### src/rtl/fma_round_pack_pkg.sv
// rtl/fma_round_pack_pkg.sv - shared widths, rounding encodings and binary32 constants for the FMA round/pack stage
package fma_round_pack_pkg;

    localparam int SIG_WIDTH = 23;
    localparam int EXP_WIDTH = 8;
    localparam int BIAS      = 127;

    // Derived widths: normalized significand carries hidden + fraction + G/R/S,
    // incoming exponent has two extra bits for signed overflow/underflow headroom.
    localparam int SIG_IN_W  = SIG_WIDTH + 4;
    localparam int EXP_IN_W  = EXP_WIDTH + 2;
    localparam int RES_W     = SIG_WIDTH + EXP_WIDTH + 1;
    localparam int SUM_W     = SIG_WIDTH + 2;

    // Largest finite biased exponent is 2*BIAS; anything at or above the next
    // value lands in the all-ones exponent field.
    localparam int EXP_MAX_FINITE = 2 * BIAS;
    localparam int EXP_OVF        = EXP_MAX_FINITE + 1;

    typedef enum logic [1:0] {
        RND_RNE = 2'b00,
        RND_RTZ = 2'b01,
        RND_RUP = 2'b10,
        RND_RDN = 2'b11
    } rnd_mode_e;

    // Magnitudes only (sign is prepended by the user).
    localparam logic [RES_W-2:0] POS_INF        = {{EXP_WIDTH{1'b1}}, {SIG_WIDTH{1'b0}}};
    localparam logic [RES_W-2:0] MAX_FINITE_MAG = {{(EXP_WIDTH-1){1'b1}}, 1'b0, {SIG_WIDTH{1'b1}}};

    // Bit positions inside out_flags = {overflow, underflow, inexact}.
    localparam int FLAG_OV = 2;
    localparam int FLAG_UF = 1;
    localparam int FLAG_NX = 0;

    // Saturated result on overflow: infinity when the mode rounds away from
    // zero for this sign, otherwise the largest finite magnitude.
    function automatic logic [RES_W-1:0] overflow_value(input logic sign, input logic [1:0] mode);
        logic to_inf;
        case (mode)
            RND_RNE: to_inf = 1'b1;
            RND_RTZ: to_inf = 1'b0;
            RND_RUP: to_inf = ~sign;
            default: to_inf = sign;
        endcase
        return {sign, (to_inf ? POS_INF : MAX_FINITE_MAG)};
    endfunction

endpackage

### src/rtl/fma_round_pack_decide.sv
// rtl/fma_round_pack_decide.sv - combinational rounding decision (fma_round_decide) from L/G/T, sign and mode
module fma_round_decide
    import fma_round_pack_pkg::*;
(
    input  logic       lsb,
    input  logic       guard,
    input  logic       tail,
    input  logic       sign,
    input  logic [1:0] rnd_mode,
    output logic       inc,
    output logic       inexact
);

    // Increment decision per rounding mode; any discarded bit makes the result inexact.
    always_comb begin
        inexact = guard | tail;
        case (rnd_mode)
            RND_RNE: inc = guard & (tail | lsb);
            RND_RTZ: inc = 1'b0;
            RND_RUP: inc = ~sign & (guard | tail);
            RND_RDN: inc = sign & (guard | tail);
            default: inc = 1'b0;
        endcase
    end

endmodule

### src/rtl/fma_round_pack.sv
// rtl/fma_round_pack.sv - two-stage round and pack of the binary32 FMA result; FPFMA_EXC_FLAGS_EN enables out_flags
module fma_round_pack
    import fma_round_pack_pkg::*;
(
    input  logic                clk,
    input  logic                rst_n,
    input  logic                in_valid,
    output logic                in_ready,
    input  logic [SIG_IN_W-1:0] in_sig,
    input  logic [EXP_IN_W-1:0] in_exp,
    input  logic                in_sign,
    input  logic                in_special,
    input  logic [RES_W-1:0]    in_special_val,
    input  logic [1:0]          rnd_mode,
    output logic                out_valid,
    input  logic                out_ready,
    output logic [RES_W-1:0]    out_result,
    output logic [2:0]          out_flags
);

    localparam logic signed [EXP_IN_W:0] EXP_OVF_S = (EXP_IN_W+1)'(EXP_OVF);

    // Stage 1 registers
    logic                v1_q, v1_d;
    logic [SUM_W-1:0]    sum1_q, sum1_d;
    logic                hidden1_q, hidden1_d;
    logic                sign1_q, sign1_d;
    logic [EXP_IN_W-1:0] exp1_q, exp1_d;
    logic                special1_q, special1_d;
    logic [RES_W-1:0]    sval1_q, sval1_d;
    logic [1:0]          rnd1_q, rnd1_d;

    // Stage 2 registers
    logic                v2_q, v2_d;
    logic [RES_W-1:0]    result_q, result_d;

    logic s2_accept;
    logic s1_load;
    logic inc;
    logic inexact_raw;

    fma_round_decide u_decide (
        .lsb      (in_sig[3]),
        .guard    (in_sig[2]),
        .tail     (in_sig[1] | in_sig[0]),
        .sign     (in_sign),
        .rnd_mode (rnd_mode),
        .inc      (inc),
        .inexact  (inexact_raw)
    );

    // Handshake: stage 2 drains when downstream takes it or it is empty;
    // stage 1 advances when empty or stage 2 is taking its contents.
    always_comb begin
        s2_accept = out_ready | ~v2_q;
        s1_load   = ~v1_q | s2_accept;
        in_ready  = s1_load;
    end

    // Stage 1: apply the rounding increment and capture the context for packing.
    always_comb begin
        v1_d       = v1_q;
        sum1_d     = sum1_q;
        hidden1_d  = hidden1_q;
        sign1_d    = sign1_q;
        exp1_d     = exp1_q;
        special1_d = special1_q;
        sval1_d    = sval1_q;
        rnd1_d     = rnd1_q;
        if (s1_load) begin
            v1_d = in_valid;
            if (in_valid) begin
                sum1_d     = {1'b0, in_sig[SIG_IN_W-1:3]} + SUM_W'(inc);
                hidden1_d  = in_sig[SIG_IN_W-1];
                sign1_d    = in_sign;
                exp1_d     = in_exp;
                special1_d = in_special;
                sval1_d    = in_special_val;
                rnd1_d     = rnd_mode;
            end
        end
    end

    // Stage 2 datapath: absorb significand carry-out, then classify the result.
    logic signed [EXP_IN_W:0] exp_r;
    logic [SIG_WIDTH-1:0]     frac;
    logic                     is_zero_in;
    logic                     is_ovf;
    logic                     is_unf;
    logic [RES_W-1:0]         packed_val;

    always_comb begin
        exp_r = $signed({exp1_q[EXP_IN_W-1], exp1_q})
              + $signed({{EXP_IN_W{1'b0}}, sum1_q[SUM_W-1]});
        frac  = sum1_q[SUM_W-1] ? '0 : sum1_q[SIG_WIDTH-1:0];
        is_zero_in = ~special1_q & ~hidden1_q;
        is_ovf     = ~exp_r[EXP_IN_W] && (exp_r >= EXP_OVF_S);
        is_unf     = exp_r[EXP_IN_W] || (exp_r == '0);
        if (special1_q) begin
            packed_val = sval1_q;
        end else if (is_zero_in) begin
            packed_val = {sign1_q, {(RES_W-1){1'b0}}};
        end else if (is_ovf) begin
            packed_val = overflow_value(sign1_q, rnd1_q);
        end else if (is_unf) begin
            packed_val = {sign1_q, {(RES_W-1){1'b0}}};
        end else begin
            packed_val = {sign1_q, exp_r[EXP_WIDTH-1:0], frac};
        end
    end

    // Stage 2: load the packed word when stage 1 hands over a valid result.
    always_comb begin
        v2_d     = v2_q;
        result_d = result_q;
        if (s2_accept) begin
            v2_d = v1_q;
            if (v1_q) begin
                result_d = packed_val;
            end
        end
    end

`ifdef FPFMA_EXC_FLAGS_EN
    logic nx1_q, nx1_d;
    logic [2:0] flags_q, flags_d;

    // Exception flags follow the same classification priority as the packed value.
    always_comb begin
        nx1_d   = nx1_q;
        flags_d = flags_q;
        if (s1_load && in_valid) begin
            nx1_d = inexact_raw;
        end
        if (s2_accept && v1_q) begin
            flags_d = '0;
            if (special1_q || is_zero_in) begin
                flags_d = '0;
            end else if (is_ovf) begin
                flags_d[FLAG_OV] = 1'b1;
                flags_d[FLAG_NX] = 1'b1;
            end else if (is_unf) begin
                flags_d[FLAG_UF] = 1'b1;
                flags_d[FLAG_NX] = 1'b1;
            end else begin
                flags_d[FLAG_NX] = nx1_q;
            end
        end
    end

    // Flag registers share stage timing with the result.
    always_ff @(posedge clk or negedge rst_n) begin
        if (!rst_n) begin
            nx1_q   <= 1'b0;
            flags_q <= '0;
        end else begin
            nx1_q   <= nx1_d;
            flags_q <= flags_d;
        end
    end

    assign out_flags = flags_q;

    logic unused_sum_msb;
    assign unused_sum_msb = sum1_q[SIG_WIDTH];
`else
    assign out_flags = 3'b000;

    logic unused_bits;
    assign unused_bits = ^{inexact_raw, sum1_q[SIG_WIDTH]};
`endif

    // Pipeline state registers; reset discards anything in flight.
    always_ff @(posedge clk or negedge rst_n) begin
        if (!rst_n) begin
            v1_q       <= 1'b0;
            sum1_q     <= '0;
            hidden1_q  <= 1'b0;
            sign1_q    <= 1'b0;
            exp1_q     <= '0;
            special1_q <= 1'b0;
            sval1_q    <= '0;
            rnd1_q     <= 2'b00;
            v2_q       <= 1'b0;
            result_q   <= '0;
        end else begin
            v1_q       <= v1_d;
            sum1_q     <= sum1_d;
            hidden1_q  <= hidden1_d;
            sign1_q    <= sign1_d;
            exp1_q     <= exp1_d;
            special1_q <= special1_d;
            sval1_q    <= sval1_d;
            rnd1_q     <= rnd1_d;
            v2_q       <= v2_d;
            result_q   <= result_d;
        end
    end

    assign out_valid  = v2_q;
    assign out_result = result_q;

endmodule

### config.mk
export PLATFORM = sky130hd
export DESIGN_NAME = fma_round_pack
export DESIGN_NICKNAME = d
export VERILOG_FILES = /design/src/rtl/fma_round_pack_pkg.sv /design/src/rtl/fma_round_pack_decide.sv /design/src/rtl/fma_round_pack.sv
export SDC_FILE = /design/constraint.sdc
export NUM_CORES = 1
export LEC_CHECK = 0
export ABC_AREA = 1
export CORE_ASPECT_RATIO = 0.5
export CORE_MARGIN = 10
export CORE_UTILIZATION = 30
export DETAILED_ROUTE_END_ITERATION = 8
export MAX_ROUTING_LAYER = met4
export SLEW_MARGIN = 20
export SYNTH_ARGS = -nofsm -noshare
export SYNTH_HDL_FRONTEND = slang
export SYNTH_SLANG_ARGS = --single-unit
### constraint.sdc
create_clock -name clk -period 2.15 [get_ports clk]
set_input_delay 0.43 -clock clk [delete_from_list [all_inputs] [get_ports clk]]
set_output_delay 0.43 -clock clk [all_outputs]
set_load 0.01 [all_outputs]
* After elaboration in Yosys (flattened, before gate mapping) *
Cells that the tools add are included.

word-level totals
  memories = 0
  word-level logic and storage cells = 52
  bits in registers = 106
  output and inout bits = 37
  memory bits (read-only) = 0
  bits in latches = 0
  memory bits (writable) = 0

operators by class
  shifts and indexed selects = 0
  bitwise logic cells = 16
  multiply operators = 0
  divide/modulo/power cells = 0
  equality and inequality tests = 5
  $lt $le $gt $ge = 1
  reduce and logical (&&, ||, !) cells = 7
  $add $sub $neg = 2
  mux-type cells = 11

operators with widths
  cell                                                   count
  2-to-1 mux 31 bit                                      3
  2-to-1 mux 32 bit                                      1
  adder 24 x 1 -> 25 bit                                 1
  2-to-1 mux 24 bit                                      1
  2-to-1 mux 23 bit                                      1
  adder 10 x 2 -> 11 bit                                 1
  >= comparator 11 x 9 -> 1 bit (second input constant)  1
  zero test 11 bit                                       1
  NOT 1 bit                                              7
  equality test 2 bit (second input constant)            3
  bitwise OR 1 bit                                       5
  AND 1 bit                                              4
  equality test 2 x 1 -> 1 bit (second input constant)   2
  zero test 2 bit                                        2
  case mux 1 bit (4 select lines)                        1
  AND reduction 2 bit                                    2
  2-to-1 mux 1 bit                                       3
  case mux 1 bit (3 select lines)                        1
  logical AND 1 bit                                      1
  logical OR 1 bit                                       1

* Longest topological paths before layout *
Gate-level depths: netlist (run 1).

  depth after elaboration = 10
  depth in mapped cells = 16

* Modules after synthesis *
From an unflattened synthesis (run 1), not the netlist that was laid out.

second synthesis, totals
  cell total of the unflattened synthesis = 751
  area, all modules = 5806.8 sq um

modules (own cells, without submodules)
  module            area an instance (sq um)  cells each  sequential area each (sq um)  instances
  fma_round_pack    5745.5                    735         2627.5                        1
  fma_round_decide  61.3                      16          0.0                           1

* Worst setup path after synthesis (run 1) *
OpenSTA, ideal clock, no wires.

  path kind = input -> register
  start point = input port in_sig[3]
  end point = register sum1_q[22]
  stages on the path = 16
  buffers on the path = 0
  path slack = -277 ps
  arrival = 2297 ps
  setup time = 129 ps
  required time = 2021 ps
  cells stage by stage = o31ai_1 a21oi_1 a21oi_1 a311oi_1 ha_1 ha_1 nand2_1 nor2_2 nand3_1 nor2_2 nand3_1 nor3_1 nand2_1 xnor2_1 nand2_1 o21ai_1

on the way
  cells in the longest elaborated chain, start to end = 4

ends and longest elaborated chain
  item                             line                         source
  start: declaration               fma_round_pack.sv:9          input logic [SIG_IN_W-1:0] in_sig,
  bitwise OR 1 bit                 fma_round_pack_decide.sv:18  RND_RNE: inc = guard & (tail | lsb);
  AND 1 bit                        fma_round_pack_decide.sv:18
  case mux 1 bit (4 select lines)  fma_round_pack_decide.sv:17  case (rnd_mode)
  adder 24 x 1 -> 25 bit *         fma_round_pack.sv:73         sum1_d = {1'b0, in_sig[SIG_IN_W-1:3]} + SUM_W'(inc);
  end signal: assignment           fma_round_pack.sv:188        sum1_q <= sum1_d;
  end: declaration                 fma_round_pack.sv:25         logic [SUM_W-1:0] sum1_q, sum1_d;

Every way passes the cells marked *; elsewhere a longest branch is shown, timed or not.
A chain may end at the register's enable or synchronous reset.

* Final worst setup path (run 1) *
  start point = input port in_sig[3]
  end point = register sum1_q[18]

The elaborated chain is that of the path after synthesis.

==> results of run 1 <==
## cells by family (layout without fill, tap and decap cells)
family | count (synthesis) | in the layout | share of synthesized area (%)
XOR/XNOR | 18 | 18 | 2.86
adder cells (fa/ha/maj) | 4 | 4 | 0.908
other | 1 | 3 | 0.0681
AND/OR/NAND/NOR | 402 | 402 | 29.7
flip-flops | 105 | 105 | 47.7
buffers and inverters | 101 | 249 | 7.95
AO/OA/AOI/OAI | 109 | 109 | 10.9
## worst max-delay path: stages
cell and delay (ns):
sky130_fd_sc_hd__buf_8 0.08, sky130_fd_sc_hd__o31ai_4 0.06, sky130_fd_sc_hd__a21oi_2 0.11, sky130_fd_sc_hd__a21oi_1 0.04, sky130_fd_sc_hd__a311oi_1 0.24, sky130_fd_sc_hd__ha_2 0.28, sky130_fd_sc_hd__ha_4 0.15, sky130_fd_sc_hd__nand2_4 0.06
sky130_fd_sc_hd__nor2_4 0.13, sky130_fd_sc_hd__nand3_4 0.10, sky130_fd_sc_hd__nor2_4 0.12, sky130_fd_sc_hd__nand3_4 0.11, sky130_fd_sc_hd__nor2_4 0.16, sky130_fd_sc_hd__buf_6 0.11, sky130_fd_sc_hd__nand3_2 0.05, sky130_fd_sc_hd__xor2_1 0.14
sky130_fd_sc_hd__nand2_1 0.05, sky130_fd_sc_hd__o21ai_1 0.05
## synthesized netlist by cell type, types with 6 or more instances
cell                       instances
sky130_fd_sc_hd__o21ai_1           6
sky130_fd_sc_hd__a21oi_1          57
sky130_fd_sc_hd__a21oi_2           7
sky130_fd_sc_hd__xnor2_1           6
sky130_fd_sc_hd__nor2_1           72
sky130_fd_sc_hd__inv_1            56
sky130_fd_sc_hd__o21ai_0          28
sky130_fd_sc_hd__xor2_1           12
sky130_fd_sc_hd__nand2_1         259
sky130_fd_sc_hd__dfrtp_1         105
sky130_fd_sc_hd__nand3_1          46
sky130_fd_sc_hd__clkbuf_1         26
## per-layer routing
metal,global-route usage (%),up-vias
li1,-,2626
met1,15.8,2501
met5,-,-
met4,3.62,0
met3,3.31,9
met2,24.3,70
## worst min path at each step
stage / from / to / cells past startpoint
global placement: rst_n / out_result[1]$_DFFE_PN0P_ / 1
detailed placement: rst_n / out_result[0]$_DFFE_PN0P_ / 1
finish: rst_n / out_result[0]$_DFFE_PN0P_ / 1
CTS: rst_n / out_result[0]$_DFFE_PN0P_ / 1
floorplan: rst_n / exp1_q[0]$_DFFE_PN0P_ / 0
global route: rst_n / out_result[0]$_DFFE_PN0P_ / 1
## power groups by stage
stage          Combinational (W)  Clock [W]  Sequential [W]
2_1_floorplan           0.000961          0         0.00272
4_1_cts                  0.00209    0.00166         0.00263
6_report                 0.00220    0.00163         0.00263
3_3_place_gp             0.00204          0         0.00266
3_5_place_dp             0.00207          0         0.00267
5_1_grt                  0.00247    0.00174         0.00269
## cell type report
class                   count  area (sq um)  share of cell area [%]
flip-flops and latches    105          2630                    33.4
multi-input cells         536          2720                    34.5
repair buffers            171          1710                    21.7
inverters                  60           230                    2.92
repair inverters            2          11.3                   0.143
clock buffers               9           225                    2.86
well taps                 234           293                    3.72
clock inverters             7          63.8                   0.810
## what timing repair did
item | in CTS | in global routing
buffers inserted | 6 | 10
endpoints found under the hold margin | 0 | 0
gates cloned | 0 | 4
hold buffers | 0 | 0
resized for setup | 46 | 36
pin swaps | 15 | 19
setup endpoints to repair | 29 | 44
## state kept, by name, indices dropped and copies added (netlist names)
signal	cells
out_result	32
exp1_q	10
out_valid	1
special1_q	1
sval1_q	32
sign1_q	1
hidden1_q	1
rnd1_q	2
sum1_q	24
v1_q	1
## through the flow
stage | TNS, ns | area (sq um)
global route | -5.29 | 7880
floorplan | -1.20 | 5610
finish | -0.227 | 7880
detailed placement | -14.51 | 7210
CTS | -0.920 | 7580
global placement | -12.56 | 7210
==> PnR_summary.wiki, run 1 <==
{| class="wikitable"
! Metric !! Value
|-
| Die height || 116 um
|-
| Layout Skew || between 0.01 and 0.015 ns
|-
| Number of max-slew violations in the final report || 0
|-
| Met2 WL post-DR || 8210 um
|-
| Setup Crit Path Kind || input port to flop
|-
| Reg2Reg Depth || 13
|-
| Final instance count without filler cells || approximately 1.1k
|-
| Share of total power consumed by net switching || 34.3%
|-
| Number of buffers created by CTS || 9
|-
| Total gr overflow || 0
|-
| Highest fanout seen on the critical path || 3
|-
| Sequential Power Share || between 40% and 50%
|-
| Max_slew headroom || between 60% and 70%
|-
| Share of the clock period used by the worst path after layout || 104%
|-
| Commonest non-fill, non-tap cell in the layout || sky130_fd_sc_hd__nand2_1
|-
| Total clock sinks || ~110
|-
| Floorplan row count || 34
|-
| Peak VDD IR || around 0.38 mV
|-
| Clock Tree Root || sky130_fd_sc_hd__clkbuf_16
|-
| Total wirelength of the detailed-routed design || between 15,000 and 20,000 um
|-
| Min-Delay Path Class || input port to async pin
|-
| FILL cells || approximately 1.8k
|-
| Via density per instance || 4.63
|-
| Max capacitance violation total || 0
|-
| Number of flops mapped to enable cells by yosys || 0
|-
| Synth cell types || 39
|-
| Post-Syn Area || between 5000 and 6000 sq um
|-
| Detailed placer's ending HPWL || ~12,000 um
|-
| Number of synthesized register bits || between 100 and 150
|-
| Via count || between 5k and 6k
|-
| Proportion of power drawn by combinational gates || between 30% and 40%
|-
| Tmin final || between 2 and 2.5 ns
|-
| Routed len/inst || around 15 um
|-
| Area overhead of the layout relative to synthesis || 43.0%
|-
| Req. time, crit path || 2.39 ns
|-
| Internal power || 0.00425 W
|-
| Maximum buffer depth of the clock tree || 2
|-
| Area share of the largest cell type after synthesis || roughly 48%
|-
| DRC || 0
|-
| Clk_lat worst skew || 0.35 ns
|-
| Violated checks || negative setup slack
|-
| Power density normalized to cell area || roughly 820 nW/um^2
|-
| Commonest register cell after synthesis || sky130_fd_sc_hd__dfrtp_1
|-
| Final Util || between 40% and 50%
|-
| DP Worst Slack || -0.916 ns
|-
| Maximum operating frequency || about 450 MHz
|-
| Count of antenna-violating nets left after detailed routing || 0
|-
| Top library cells by usage in the layout, fill and taps aside || sky130_fd_sc_hd__nand2_1, sky130_fd_sc_hd__dfrtp_1, sky130_fd_sc_hd__clkdlybuf4s50_1
|-
| Reported leakage power || between 3 and 4 nW
|-
| Dpl cells || roughly 1.1k
|-
| Worst Max-Slew Pin Slew || 0.526 ns
|-
| Clock network fraction of design power || between 20% and 30%
|-
| Number of instances in the synthesized netlist || between 700 and 800
|-
| Drt initial violations || 320
|-
| Worst path setup slack after routing || -0.0866 ns
|-
| Seq/Total Area, Yosys || 47.7%
|-
| Worst Hold Slack || between 0.04 and 0.05 ns
|-
| Worst setup startpoint || in_sig[3]
|-
| Core area || about 18,000 sq um
|-
| Initial antenna violation count || 0
|-
| Diodes inserted || 0
|-
| Slack of the worst reg-to-reg path || 0.01 ns
|-
| Top Ports || approximately 110
|-
| Number of global-route vias before repair || about 5.5k
|-
| Hold violation count in the final report || 0
|-
| Most area-hungry cell type in the Yosys netlist || sky130_fd_sc_hd__dfrtp_1
|-
| Share of cells above drive strength 1 || 16.7%
|-
| Met1 Routed Length || 7440 um
|-
| Sort of element at the end of the critical path || flop
|-
| Final setup viols || 5
|-
| CP Capture Point || sum1_q[18]$_DFFE_PN0P_
|-
| Startpoint type of the worst setup path || input port
|-
| Detailed route wirelength on metal3 || 754 um
|-
| Post-synth ARST share || between 90% and 100%
|-
| Worst Path Arrival || between 2 and 2.5 ns
|-
| Total Routing Usage GR || between 10% and 20%
|-
| Pin count of the biggest net entering global routing || 56
|-
| Wire length of the first global-routing pass || between 20,000 and 30,000 um
|-
| Chip width || about 210 um
|-
| Uppermost routed layer || met4
|-
| Endpoint of the worst register-to-register path || out_result[15]$_DFFE_PN0P_
|-
| Number of nets in the layout || about 970
|-
| Biggest area contributors in the synthesized netlist || sky130_fd_sc_hd__dfrtp_1, sky130_fd_sc_hd__nand2_1, sky130_fd_sc_hd__a21oi_1, sky130_fd_sc_hd__nor2_1, sky130_fd_sc_hd__nand3_1
|-
| Net switching power || around 0.0022 W
|-
| Routability Congestion || around 0.8
|-
| Die ar. || roughly 25,000 sq um
|-
| Total power of the final layout || between 0.006 and 0.007 W
|-
| Number of buffers inserted by port buffering || 110
|-
| Launching point of the worst reg2reg path || exp1_q[0]$_DFFE_PN0P_
|-
| Status || finished with violations
|-
| Total of warnings raised by yosys || 0
|-
| H-tree depth || 3
|-
| Iteration count of the initial detailed-routing pass || 5
|-
| Clock tree from TritonCTS || done
|-
| Setup repair after global routing missed its margin || true
|-
| Initial standard-cell utilization of the core || about 31%
|-
| Synth Area per Inst || 7.45 sq um
|-
| Clock-pin transition on the worst setup and hold timing paths || around 0.08 ns
|}
Note: power is estimated with default switching activity, not from simulation.
==> run 2, diff against run 1 <==
--- a/config.mk
+++ b/config.mk
@@ -14,4 +14,5 @@
 export SLEW_MARGIN = 20
 export SYNTH_ARGS = -nofsm -noshare
 export SYNTH_HDL_FRONTEND = slang
+export SYNTH_HIERARCHICAL = 1
 export SYNTH_SLANG_ARGS = --single-unit
==> run 2 against run 1 <==
  * The flow now finishes without violations
  * Count of clock-buffer cells in the layout up 2
  * Cell area is 0.57% higher
  * Hold slack improved by 0.38 ns
  * Combinational power increased by 5%
  * Sequential power barely moved
  * Non-clock buffer count shrank 9
  * Sequential share of layout area is 0.17 points lower
  * Core utilization shrank 2.1 points
  * Final cell count is 2.6% higher
  * Maximum frequency grew 7.7%
  * Critical endpoint is now out_result[14]$_DFFE_PN0P_
==> PnR_summary.wiki, run 2 <==
{| class="wikitable"
! Metric !! Value
|-
| Final setup viols || 0 (was 5)
|-
| Initial standard-cell utilization of the core || 31.0% (was 31.1%)
|-
| Routed len/inst || 15.3 um (was 14.7 um)
|-
| Synth Area per Inst || 7.74 sq um (was 7.45 sq um)
|-
| Reg area || 2630 sq um (about the same)
|-
| Floorplan row count || 35 (was 34)
|-
| Setup repair after global routing missed its margin || true (unchanged)
|-
| Min-Delay Path Class || input port to flop (was input port to async pin)
|-
| Req. time, crit path || 2.38 ns (was 2.39 ns)
|-
| Detailed placer's ending HPWL || 12,900 um (was 11,900 um)
|-
| Post-route design area || 7920 sq um (was 7880 sq um)
|-
| Share of the clock period used by the worst path after layout || 96.6% (was 104%)
|-
| Maximum buffer depth of the clock tree || 2 (unchanged)
|-
| Total buffers and inverters traversed by the critical path || 2 (unchanged)
|-
| Reported leakage power || 3.64 nW (was 3.75 nW)
|-
| Number of max-slew violations in the final report || 0 (unchanged)
|-
| Worst Max-Slew Pin Slew || 0.645 ns (was 0.526 ns)
|-
| Pin count of the biggest net entering global routing || 94 (was 56)
|-
| Tmin final || 2.08 ns (was 2.24 ns)
|-
| Initial antenna violation count || 4 (was 0)
|-
| Layout Skew || 0.00624 ns (was 0.0107 ns)
|-
| Post-Syn Area || 5800 sq um (was 5510 sq um)
|-
| Post-placement cell area || 7350 sq um (was 7210 sq um)
|-
| Area overhead of the layout relative to synthesis || 36.5% (was 43.0%)
|-
| Share of cells above drive strength 1 || 17.3% (was 16.7%)
|-
| Peak VDD IR || 0.384 mV (was 0.380 mV)
|-
| Via count || 5,201 (was 5,206)
|-
| Sequential Power Share || 41.2% (was 40.8%)
|-
| Routability Congestion || 0.863 (was 0.824)
|-
| Number of buffers created by CTS || 9 (unchanged)
|-
| Clock-pin transition on the worst setup and hold timing paths || 0.07 ns (was 0.08 ns)
|-
| Top Ports || 114 (unchanged)
|-
| Die ar. || 25,600 sq um (was 24,500 sq um)
|-
| Die height || 118 um (was 116 um)
|-
| Clock network fraction of design power || 22.9% (was 25.2%)
|-
| Share of total power consumed by net switching || 34.3% (about the same)
|-
| Worst Hold Slack || 0.426 ns (was 0.0424 ns)
|-
| Iteration count of the initial detailed-routing pass || 5 (unchanged)
|-
| Wire length of the first global-routing pass || 28,200 um (was 26,700 um)
|-
| Sort of element at the end of the critical path || flop (unchanged)
|-
| Clk_lat worst skew || 0.34 ns (was 0.35 ns)
|-
| Net switching power || 0.00221 W (about the same)
|-
| Startpoint type of the worst setup path || flop (was input port)
|-
| Clock tree from TritonCTS || done (unchanged)
|-
| Status || completed (was finished with violations)
|-
| Multi-input combinational cell area || 2950 sq um (was 2720 sq um)
|-
| Count of antenna-violating nets left after detailed routing || 0 (unchanged)
|-
| Via density per instance || 4.51 (was 4.63)
|-
| Core area || 18,700 sq um (was 17,700 sq um)
|-
| Top library cells by usage in the layout, fill and taps aside || sky130_fd_sc_hd__nand2_1, sky130_fd_sc_hd__dfrtp_1, sky130_fd_sc_hd__clkdlybuf4s50_1 (unchanged)
|-
| Power density normalized to cell area || 813 nW/um^2 (was 821 nW/um^2)
|-
| Hold violation count in the final report || 0 (unchanged)
|-
| Drt initial violations || 272 (was 320)
|-
| Max capacitance violation total || 0 (unchanged)
|-
| Critical Path Slowest Stage Cell || sky130_fd_sc_hd__dfrtp_1 (was sky130_fd_sc_hd__ha_2)
|-
| Clock Tree Root || sky130_fd_sc_hd__clkbuf_16 (unchanged)
|-
| Number of buffers inserted by port buffering || 110 (unchanged)
|-
| Final Util || 42.4% (was 44.5%)
|-
| Max_slew headroom || 56.9% (was 64.9%)
|-
| Total clock sinks || 105 (unchanged)
|-
| Maximum operating frequency || 481 MHz (was 447 MHz)
|-
| Largest incremental delay on the critical path || 0.41 ns (was 0.28 ns)
|-
| DRC || 0 (unchanged)
|-
| Worst Path Arrival || 2.31 ns (was 2.48 ns)
|-
| Total wirelength of the detailed-routed design || 17,600 um (was 16,500 um)
|-
| Chip width || 217 um (was 212 um)
|-
| Number of instances in the synthesized netlist || 750 (was 740)
|-
| Internal power || 0.00424 W (was 0.00425 W)
|-
| Chain of cells forming the critical path || ha_2 -> nand2_2 -> nor2_4 -> nand3_4 -> o21ai_4 -> buf_4 -> nand3_4 -> buf_4 -> nand3_1 -> a21oi_2 (was buf_8 -> o31ai_4 -> a21oi_2 -> a21oi_1 -> a311oi_1 -> ha_2 -> ha_4 -> nand2_4 -> nor2_4 -> nand3_4 -> nor2_4 -> nand3_4 -> nor2_4 -> buf_6 -> nand3_2 -> xor2_1 -> nand2_1 -> o21ai_1)
|-
| Proportion of power drawn by combinational gates || 36.0% (was 34.1%)
|-
| Total gr overflow || 0 (unchanged)
|-
| H-tree depth || 3 (unchanged)
|-
| Number of global-route vias before repair || 5,164 (was 5,517)
|-
| Total Routing Usage GR || 13.9% (about the same)
|-
| Highest fanout seen on the critical path || 6 (was 3)
|-
| FILL cells || 1,866 (was 1,769)
|-
| Dominant delay contributor by cell family on the critical path || simple AND/OR/NAND/NOR gates (unchanged)
|-
| Number of nets in the layout || 968 (was 966)
|-
| Commonest non-fill, non-tap cell in the layout || sky130_fd_sc_hd__nand2_1 (unchanged)
|-
| Setup Crit Path Kind || flop to flop (was input port to flop)
|-
| Total of warnings raised by yosys || 6 (was 0)
|}
-- run 2: final timing paths --
check	from	end	slack, ns	cells after the start
setup reg to reg	exp1_q[0]$_DFFE_PN0P_	out_result[14]$_DFFE_PN0P_	0.07	10
setup / recovery	exp1_q[0]$_DFFE_PN0P_	out_result[14]$_DFFE_PN0P_	0.07	10
min in group asynchronous	rst_n	exp1_q[4]$_DFFE_PN0P_	0.47	2
hold / removal	rnd_mode[1]	rnd1_q[1]$_DFFE_PN0P_	0.43	4
max in group asynchronous	rst_n	sval1_q[9]$_DFFE_PN0P_	0.93	3
hold reg to reg	sval1_q[7]$_DFFE_PN0P_	sval1_q[7]$_DFFE_PN0P_	0.48	2
-- run 2: power groups by stage --
stage | registers, W | logic (W) | clock network [W]
after global routing | 0.00270 | 0.00256 | 0.00161
after CTS | 0.00265 | 0.00222 | 0.00153
after floorplan | 0.00273 | 0.00113 | 0
final | 0.00265 | 0.00232 | 0.00147
after detailed placement | 0.00268 | 0.00217 | 0
after global placement | 0.00267 | 0.00215 | 0
-- run 2: layer usage --
metal,share of wire [%],track usage [%]
met5,0,-
met4,1.9,3.73
met3,4.5,3.11
met2,45,20.8
met1,49,18.6
-- run 2: layout make-up --
cell class / instances / share of cell area [%]
clock inverters: 3 / 0.253
clock buffers: 11 / 2.94
diodes: 4 / 0.126
multi-input cells: 553 / 37.2
well taps: 259 / 4.09
repair buffers: 162 / 19.6
flip-flops and latches: 105 / 33.2
inverters: 56 / 2.65
-- run 2: timing repair --
action,in CTS,in global routing
endpoints found under the hold margin,12,0
endpoints found under the setup margin,33,40
hold buffers,1,0
pin swaps,10,22
gates cloned,3,1
buffers inserted,0,13
resized for setup,19,39
-- run 2: metrics by stage --
stage	setup TNS, ns	total power [W]	setup slack, ns	cells
floorplan	-0.0681	0.00386	-0.0569	752
global placement	-7.25	0.00483	-0.596	1117
detailed placement	-8.56	0.00485	-0.682	1117
CTS	-0.000695	0.00640	-0.000416	1135
global route	-0.323	0.00687	-0.0452	1153
finish	0	0.00644	0.0729	1153
-- run 2: tightest hold or removal path, delay by kind of cell --
family	cells	cell delay, ns
buffers and inverters	2	0.22
and+or+nand+nor	2	0.10
==> run 3, diff against run 2 <==
--- a/config.mk
+++ b/config.mk
@@ -11,7 +11,6 @@
 export CORE_UTILIZATION = 30
 export DETAILED_ROUTE_END_ITERATION = 8
 export MAX_ROUTING_LAYER = met4
-export SLEW_MARGIN = 20
 export SYNTH_ARGS = -nofsm -noshare
 export SYNTH_HDL_FRONTEND = slang
 export SYNTH_HIERARCHICAL = 1
==> results of run 3 <==
The final DEF is identical to that of run 2; final timing and power are the same.
